<file path="config.mk">
export PLATFORM = sky130hd
export DESIGN_NAME = sd_dat_read_ctrl
export DESIGN_NICKNAME = d
export VERILOG_FILES = /design/src/rtl/sd_dat_read_ctrl.sv
export SDC_FILE = /design/constraint.sdc
export NUM_CORES = 2
export LEC_CHECK = 0
export BUFFER_PORTS_ARGS = -buffer_cell sky130_fd_sc_hd__buf_4
export CORE_UTILIZATION = 45
export DETAILED_ROUTE_END_ITERATION = 8
export GPL_ROUTABILITY_DRIVEN = 0
export HOLD_SLACK_MARGIN = 0.02
export PLACE_DENSITY = 0.59
export RECOVER_POWER = 50
export SLEW_MARGIN = 20
export SYNTH_ARGS = -nofsm -noshare
export SYNTH_HDL_FRONTEND = slang
export SYNTH_SLANG_ARGS = --single-unit
</file>
<file path="constraint.sdc">
create_clock -name clk -period 7.1 [get_ports clk]
set_clock_uncertainty 0.15 [all_clocks]
set_input_delay 1.775 -clock clk [delete_from_list [all_inputs] [get_ports clk]]
set_output_delay 1.775 -clock clk [all_outputs]
set_load 0.05 [all_outputs]
</file>
<file path="src/rtl/sd_dat_read_ctrl.sv">
// sd_dat_read_ctrl: Avalon-MM slave that reads one 512-byte 4-bit SD data block into a
// 128x32 buffer, checking a CRC16 on each DAT line and the end bits.
module sd_dat_read_ctrl #(
   parameter int CLK_DIV = 4,
   parameter int TIMEOUT = 65535
) (
   input  logic        clk,
   input  logic        reset,
   input  logic [1:0]  address,
   input  logic        chipselect,
   input  logic        read_n,
   input  logic        write_n,
   input  logic [31:0] writedata,
   output logic [31:0] readdata,
   output logic        irq,
   output logic        sd_clk,
   input  logic [3:0]  sd_dat_in
);
   localparam logic [2:0] IDLE = 3'd0, WAIT_START = 3'd1, DATA = 3'd2, CRC = 3'd3, END = 3'd4;
   logic [2:0] state;
   logic [7:0] div_cnt;
   logic [15:0] to_cnt;
   logic [9:0] bit_cnt, count;
   logic [6:0] rd_ptr;
   logic [3:0] nib_hi;
   logic [23:0] word_lo;
   logic [3:0][15:0] crc, crc_nxt;
   logic done, crc_err, timeout, ie;
   logic [31:0] buffer [128];
   logic busy, half, tick, wr, rd, buf_we, crc_bad, unused_wd;
   logic [7:0] byte_in;
   assign busy = state != IDLE;
   assign half = div_cnt == 8'(CLK_DIV - 1);
   assign tick = busy && half && !sd_clk;
   assign wr = chipselect && !write_n;
   assign rd = chipselect && !read_n;
   assign byte_in = {nib_hi, sd_dat_in};
   assign buf_we = tick && state == DATA && bit_cnt[2:0] == 3'd7;
   assign crc_bad = |(sd_dat_in ^ {crc[3][15], crc[2][15], crc[1][15], crc[0][15]});
   assign irq = done && ie;
   assign unused_wd = ^writedata[31:4];
   always_comb
      for (int i = 0; i < 4; i++)
         crc_nxt[i] = {crc[i][14:0], 1'b0} ^ ((sd_dat_in[i] ^ crc[i][15]) ? 16'h1021 : 16'h0000);
   // bytes arrive low lane first, so shift down and append the 4th byte on top
   always_ff @(posedge clk)
      if (buf_we) buffer[bit_cnt[9:3]] <= {byte_in, word_lo};
   always_ff @(posedge clk or posedge reset)
      if (reset) begin
         state <= IDLE;
         sd_clk <= 1'b0;
         div_cnt <= '0;
         to_cnt <= '0;
         bit_cnt <= '0;
         count <= '0;
         rd_ptr <= '0;
         nib_hi <= '0;
         word_lo <= '0;
         crc <= '0;
         done <= 1'b0;
         crc_err <= 1'b0;
         timeout <= 1'b0;
         ie <= 1'b0;
         readdata <= '0;
      end else begin
         if (busy) begin
            div_cnt <= half ? 8'd0 : div_cnt + 8'd1;
            sd_clk <= half ? !sd_clk : sd_clk;
         end
         if (wr && address == 2'd1) begin
            done <= done && !writedata[1];
            crc_err <= crc_err && !writedata[2];
            timeout <= timeout && !writedata[3];
         end
         if (tick)
            case (state)
               WAIT_START:
                  if (!sd_dat_in[0]) state <= DATA;
                  else if (to_cnt == 16'(TIMEOUT - 1)) begin
                     timeout <= 1'b1;
                     done <= 1'b1;
                     state <= IDLE;
                     sd_clk <= 1'b0;
                     div_cnt <= '0;
                  end else to_cnt <= to_cnt + 16'd1;
               DATA: begin
                  crc <= crc_nxt;
                  bit_cnt <= bit_cnt + 10'd1;
                  nib_hi <= bit_cnt[0] ? nib_hi : sd_dat_in;
                  if (bit_cnt[0]) begin
                     count <= count + 10'd1;
                     word_lo <= {byte_in, word_lo[23:8]};
                  end
                  if (bit_cnt == 10'd1023) state <= CRC;
               end
               CRC: begin
                  for (int i = 0; i < 4; i++) crc[i] <= {crc[i][14:0], 1'b0};
                  crc_err <= crc_err || crc_bad;
                  bit_cnt <= bit_cnt + 10'd1;
                  if (bit_cnt[3:0] == 4'd15) state <= END;
               end
               END: begin
                  crc_err <= crc_err || sd_dat_in != 4'hF;
                  done <= 1'b1;
                  state <= IDLE;
                  sd_clk <= 1'b0;
                  div_cnt <= '0;
               end
               default: state <= IDLE;
            endcase
         if (wr && address == 2'd0) begin
            ie <= writedata[2];
            if (writedata[1]) begin
               state <= IDLE;
               sd_clk <= 1'b0;
               div_cnt <= '0;
            end else if (writedata[0] && !busy) begin
               state <= WAIT_START;
               done <= 1'b0;
               crc_err <= 1'b0;
               timeout <= 1'b0;
               bit_cnt <= '0;
               count <= '0;
               rd_ptr <= '0;
               to_cnt <= '0;
               crc <= '0;
               sd_clk <= 1'b0;
               div_cnt <= '0;
            end
         end
         if (rd)
            readdata <= address == 2'd0 ? {29'd0, ie, 2'd0} :
                        address == 2'd1 ? {28'd0, timeout, crc_err, done, busy} :
                        address == 2'd2 ? (busy ? 32'd0 : buffer[rd_ptr]) : {22'd0, count};
         if (rd && address == 2'd2 && !busy) rd_ptr <= rd_ptr + 7'd1;
      end
endmodule

</file>
After elaboration in Yosys (flattened, before gate mapping)
Memories as Yosys holds them, arrays and structs flattened.
Cells that the tools add are included.
{"block": "totals", "ff_bits": 183, "mem_bits_rw": 4096, "in_bits": 43, "output_inout_bits": 34, "elab_cells": 166, "memories": 1}
{"block": "op_classes", "addsub": 5, "eq_ne": 13, "mux": 86, "n_bitwise": 10, "n_reduce_logical": 33}
{"memory": "buffer", "words": 128, "word_bits": 32, "rd": 1, "rd_clocked_by_memory_dff": 0, "write_ports": 1, "line_no": "29", "source": "logic [31:0] buffer [128];"}
{"op": "$mux 64", "n": 4}
{"op": "$mux 32", "n": 4}
{"op": "$pmux 64 s2", "n": 1}
{"op": "$mux 16", "n": 7}
{"op": "$mux 10", "n": 11}
{"op": "$mux 8", "n": 8}
{"op": "$xor 16x13->16", "n": 4}
{"op": "$mux 13", "n": 4}
{"op": "$mux 1", "n": 30}
{"op": "$mux 7", "n": 4}
{"op": "$mux 3", "n": 8}
{"op": "$add 10x1->10 const B", "n": 2}
{"op": "$add 16x1->16 const B", "n": 1}
{"op": "$eq 16x16->1 const B", "n": 1}
{"op": "$pmux 8 s2", "n": 1}
{"op": "$logic_and 1x1->1", "n": 15}
{"op": "$eq 10x10->1 const B", "n": 1}
{"op": "$pmux 3 s3", "n": 1}
{"op": "$reduce_and 3->1", "n": 3}
{"op": "$add 8x1->8 const B", "n": 1}
{"op": "$eq 8x2->1 const B", "n": 1}
{"op": "$add 7x1->7 const B", "n": 1}
{"op": "$logic_not 1->1", "n": 7}
{"op": "$eq 3x2->1 const B", "n": 2}
{"op": "17 further kinds", "n": 25}

Logic depth before layout (Yosys ltp)
{"block": "logic_depth", "depth_word": 11, "depth_mapped": 14, "ltp_nobuf": 8}

Worst setup path before layout
OpenSTA, ideal clock, no wires.
{"block": "synth_timing", "path_type": "reg2reg", "from": "reg div_cnt[4]", "to": "mem buffer[127][0] (enable)", "setup_ns": 0.502, "arrival_time_ns": 5.293, "required_time_ns": 6.448, "path_slack_ns": 1.156, "path_stages_with_launch": 7, "n_path_buf": 2, "period_less_slack_ns": 5.944, "path_cell_list": "dfrtp_1 or4_4 or4_4 or2_1 clkbuf_1 clkbuf_1 nor4_1"}
{"block": "synth_via", "elab_chain_len": 7}
{"item": "start, declared", "line_no": "21", "source": "logic [7:0] div_cnt;"}
{"item": "start signal, assigned", "line_no": "67", "source": "div_cnt <= half ? 8'd0 : div_cnt + 8'd1;"}
{"item": "$eq 8x2->1", "line_no": "33", "source": "assign half = div_cnt == 8'(CLK_DIV - 1);"}
{"item": "$logic_and 1x1->1 (2 in series)", "line_no": "34", "source": "assign tick = busy && half && !sd_clk;"}
{"item": "$logic_and 1x1->1 (2 in series)", "line_no": "38", "source": "assign buf_we = tick && state == DATA && bit_cnt[2:0] == 3'd7;"}
{"item": "$mux 1", "line_no": "47", "source": "if (buf_we) buffer[bit_cnt[9:3]] <= {byte_in, word_lo};"}
{"item": "$mux 1 (not written as such)", "line_no": "47"}
{"item": "end, declared", "line_no": "29"}
No other way between the ends.

Worst setup path after layout
{"block": "layout_timing", "from": "reg word_lo[15]", "to": "mem buffer[51][15] (data pin)"}
{"item": "start, declared", "line_no": "26", "source": "logic [23:0] word_lo;"}
{"item": "start signal, assigned", "line_no": "92", "source": "word_lo <= {byte_in, word_lo[23:8]};"}
No word-level cell before the write port.

==> impl_metrics.csv <==
group,metric,value,unit
status,result_of_the_run,"finished, violations left",
power_and_ir_drop,power.leakage,0.0591,uW
drt,initialDrtViolationCount,11200,
logic_synthesis,yosys.area_share.simple,1.98,%
floorplan,die_h,606,um
clock_tree,tritoncts.num_buffers,430,
sta,setup-tns-final,0,ns
clock_tree,max-clock-path-buffers,4,
logic_synthesis,synth-xor-area-share,0.235,%
cells_and_area,syn_to_final_growth,13.5,%
clock_tree,clock_insertion_delay_worst_skew,1.01,ns
logic_synthesis,netlist_instances,7595,
cells_and_area,layout.area.seq,0.128,mm2
logic_synthesis,synth_ff_type,"sky130_fd_sc_hd__edfxtp_1",
logic_synthesis,synth_adder_area_share,0.0534,%
floorplan,coreArea,0.363,mm2
logic_synthesis,synth.yosys.seq_area_share,77.7,%
floorplan,die_x,606,um
worst_setup_path,startpoint_type,"flip-flop",
logic_synthesis,synth_edf_count,4096,
floorplan,row_count,221,
drt,wire_length_after_detailed_routing,477000,um
worst_setup_path,required,7.09,ns
logic_synthesis,synth_top_family_by_area,"multiplexers",
clock_tree,clkSinkCount,4279,
clock_tree,htree_num_levels,5,
sta,slew_viol_final,4208,
power_and_ir_drop,pwr-share-comb,19.1,%
sta,final_min_period_over_clock_period,88.0,%
worst_setup_path,path_class,"reg2reg",
worst_setup_path,highest_fanout_seen_on_the_critical_path,80,
floorplan,num_io_pins,77,
power_and_ir_drop,vdd.ir_drop.worst,0.315,mV
worst_setup_path,end_kind,"flip-flop",
worst_setup_path,cp_num_buf_inv,1,
logic_synthesis,syn_std_cell_area,0.164,mm2
drt,drt-wirelength-per-cell,36.3,um
sta,unrepaired_setup_endpoints_after_global_routing,"false",
worst_setup_path,cp_cell_sequence,"clkbuf_1",
clock_tree,post_cts_resized,0,
logic_synthesis,share_of_the_synthesized_area_in_compound_gates_ao_oa_aoi_oai,3.08,%
floorplan,dieArea,0.367,mm2
logic_synthesis,synth.lib_cells_used.distinct,69,
logic_synthesis,synthesis.area_per_instance,21.6,um2
logic_synthesis,synth_warn,0,
placement,hpwl,278000,um
cells_and_area,multi_input_area,0.0357,mm2
sta,finalSetupViolations,0,
logic_synthesis,syn-num-nets,7645,
drt,routed_via_density,6.30,
global_routing,grt_use_total,25.9,%
clock_tree,buffer_type_at_the_clock_tree_root,"sky130_fd_sc_hd__clkbuf_16",
power_and_ir_drop,power.share.clock,35.3,%
worst_setup_path,timing.critical_path.slowest_stage_cell,"sky130_fd_sc_hd__clkbuf_1",
sta,report.final.hold_viol_count,0,
power_and_ir_drop,p_switching,17400,uW
placement,dp_slack,1.53,ns
power_and_ir_drop,internal_power,46300,uW
floorplan,initial_utilization,45.2,%
power_and_ir_drop,total_power,63700,uW
global_routing,grt_pass1_vias,82400,
clock_tree,cts_tree,"built",
logic_synthesis,asyncSetResetFlopFracSynth,4.28,%
global_routing,largest_net_degree_at_the_start_of_global_routing,128,
sta,min_period,6.25,ns
clock_tree,cts-hold-fix-buffers,0,
drt,drc,0,
drt,drt_pre_antenna_iters,8,
sta,max-slew-margin-rel,-219,%
hold_path,holdCritPathClass,"reg2reg",
power_and_ir_drop,power.switching_fraction,27.3,%
power_and_ir_drop,sequentialPowerShare,45.6,%
global_routing,antenna_found_initial,34,
clock_tree,post-cts-setup-buffer-count,0,
clock_tree,clk_pin_slew,0.06,ns
global_routing,grt-ovfl-total,0,
global_routing,first_pass_grt_wire_length,658000,um
cells_and_area,layout.nets,8034,
logic_synthesis,post_synth_mux_area_share,15.7,%
sta,fmax,160,MHz
cells_and_area,fillCellCount,28300,
power_and_ir_drop,p_per_area,342,mW/mm2
sta,worst_pin_slew,4.78,ns
run,maxCapViolations,66,
worst_setup_path,timing.critical_path.max_delay_family,"buffers and inverters",
worst_setup_path,worstPathArrival,6.24,ns
drt,routed-via-count,82800,
cells_and_area,post_route_cells_drive_above_1_share,25.9,%
sta,timing.final.ws_setup,0.853,ns
drt,ant_nets,0,
worst_setup_path,critPathMaxStageDelay,3.11,ns
logic_synthesis,synth-seq-cells,4279,
placement,port_buffer_cells,48,
status,violations,"capacitance limit, slew limit",
-- metal layers --
layer | global-route usage, % | up-vias | wire length [um]
li1 | - | 32800 | -
met1 | 35.7 | 44800 | 184000
met2 | 40.1 | 4258 | 220000
met3 | 5.09 | 902 | 46300
met4 | 11.8 | 12 | 25800
met5 | 0 | - | 84
-- power groups by stage --
stage | Combinational [uW] | Sequential (uW) | Clock [uW]
2_1_floorplan | 8350 | 29200 | 0
3_3_place_gp | 12200 | 29400 | 0
3_5_place_dp | 12300 | 29500 | 0
4_1_cts | 12300 | 28900 | 22700
5_1_grt | 12800 | 29000 | 23600
6_report | 12200 | 29000 | 22500
-- area by class of cell --
cell class              instances  share of cell area, %
flip-flops and latches       4279                   68.5
inverters                      14                 0.0336
clock buffers                 537                   6.10
multi-input cells            2870                   19.1
diodes                         13                 0.0175
clock inverters               253                   1.33
well taps                    4794                   3.22
repair buffers                389                   1.68
-- tightest hold or removal path: cells and delay by family (launching register included) --
kind | cells | cell delay, ns
flops | 1 | 0.37
compound gates | 1 | 0.05
simple gates | 1 | 0.06
-- flip-flops by register name (all words and copies together) (netlist names) --
signal,flops
buffer,4096
crc,64
readdata,32
word_lo,24
to_cnt,16
bit_cnt,10
count,10
div_cnt,8
rd_ptr,7
nib_hi,4
state,3
crc_err,1
done,1
ie,1
sd_clk,1
timeout,1
-- final timing paths --
path,start,endpoint,slack (ns),depth (start not counted)
worst max-delay path,word_lo[15],buffer[51][15],0.85,1
worst min-delay path,crc[53],crc[54],0.36,2
worst max register to register,word_lo[15],buffer[51][15],0.85,1
worst min register to register,crc[53],crc[54],0.36,2
max in group asynchronous,reset,rd_ptr[2],1.49,2
min in group asynchronous,reset,to_cnt[0],2.25,2
-- cells in the final DEF (no fill, tap or decap), types with 9 or more instances in the layout --
master / n
sky130_fd_sc_hd__nor3_1: 31
sky130_fd_sc_hd__xnor2_1: 22
sky130_fd_sc_hd__diode_2: 13
sky130_fd_sc_hd__buf_4: 318
sky130_fd_sc_hd__nand3_1: 61
sky130_fd_sc_hd__dfrtp_1: 177
sky130_fd_sc_hd__inv_6: 10
sky130_fd_sc_hd__o22ai_1: 92
sky130_fd_sc_hd__nand2_1: 264
sky130_fd_sc_hd__o31ai_1: 11
sky130_fd_sc_hd__xor2_1: 22
sky130_fd_sc_hd__mux2i_1: 324
sky130_fd_sc_hd__nor2b_1: 15
sky130_fd_sc_hd__clkinvlp_4: 9
sky130_fd_sc_hd__clkinv_1: 86
sky130_fd_sc_hd__a22oi_1: 46
sky130_fd_sc_hd__inv_1: 10
sky130_fd_sc_hd__clkbuf_8: 9
sky130_fd_sc_hd__nor2_4: 132
sky130_fd_sc_hd__o211ai_1: 12
sky130_fd_sc_hd__and2_1: 15
sky130_fd_sc_hd__a22o_1: 45
sky130_fd_sc_hd__clkbuf_1: 131
sky130_fd_sc_hd__nand4_1: 30
sky130_fd_sc_hd__clkinv_2: 89
sky130_fd_sc_hd__a211oi_1: 26
sky130_fd_sc_hd__mux2_2: 43
sky130_fd_sc_hd__o21ai_0: 77
sky130_fd_sc_hd__mux4_2: 979
sky130_fd_sc_hd__edfxtp_1: 4096
sky130_fd_sc_hd__clkbuf_16: 435
sky130_fd_sc_hd__buf_12: 26
sky130_fd_sc_hd__o221ai_1: 98
sky130_fd_sc_hd__a2111oi_0: 10
sky130_fd_sc_hd__bufinv_16: 41
sky130_fd_sc_hd__a21oi_1: 187
sky130_fd_sc_hd__a221oi_1: 59
sky130_fd_sc_hd__nor2_1: 124
-- logic make-up (layout without fill, tap and decap cells) --
family                     Yosys count  in the layout
DFF                               4279           4279
muxes                             1346           1346
and+or+nand+nor                    740            740
AOI/OAI and AO/OA                  733            733
buffers and inverters              446           1193
xor gates and xnor gates            44             44
adders and majority gates            7              7
other                                0             13
-- synthesized netlist by cell type, drive strengths merged (7+ instances only) --
master / instances / area, um2
o21ai: 78 / 390
nand2b: 9 / 56.3
nand2: 268 / 1010
o22ai: 92 / 576
o221ai: 98 / 858
dfrtp: 183 / 4580
a31oi: 8 / 50.1
a2111oi: 12 / 105
a221oi: 59 / 517
o211ai: 12 / 90.1
o31ai: 12 / 90.1
nor3: 32 / 160
nor2: 258 / 968
a21o: 7 / 52.6
edfxtp: 4096 / 123000
a22oi: 46 / 345
inv: 13 / 48.8
mux2: 43 / 484
xnor2: 22 / 193
nor2b: 17 / 106
a22o: 45 / 394
nand4: 31 / 200
xor2: 22 / 193
mux4: 979 / 22000
nor4: 9 / 62.6
or3: 10 / 62.6
ha: 7 / 87.6
a211oi: 27 / 203
nand3: 63 / 315
and2: 18 / 113
buf: 191 / 1050
clkbuf: 241 / 905
mux2i: 324 / 3240
a21oi: 187 / 936
-- through the flow --
| step | area (um2) | hold WS [ns] | utilization (%) | cells |
|---|---|---|---|---|
| 2_1_floorplan | 164000 | 0.335 | - | 7595 |
| 3_3_place_gp | 173000 | 0.361 | 47.6 | 12300 |
| 3_5_place_dp | 173000 | 0.360 | 47.6 | 12300 |
| 4_1_cts | 187000 | 0.344 | 51.4 | 13100 |
| 5_1_grt | 186000 | 0.377 | 51.3 | 13100 |
| 6_report | 186000 | 0.360 | 51.4 | 13100 |
(Power assumes the default switching activity.)
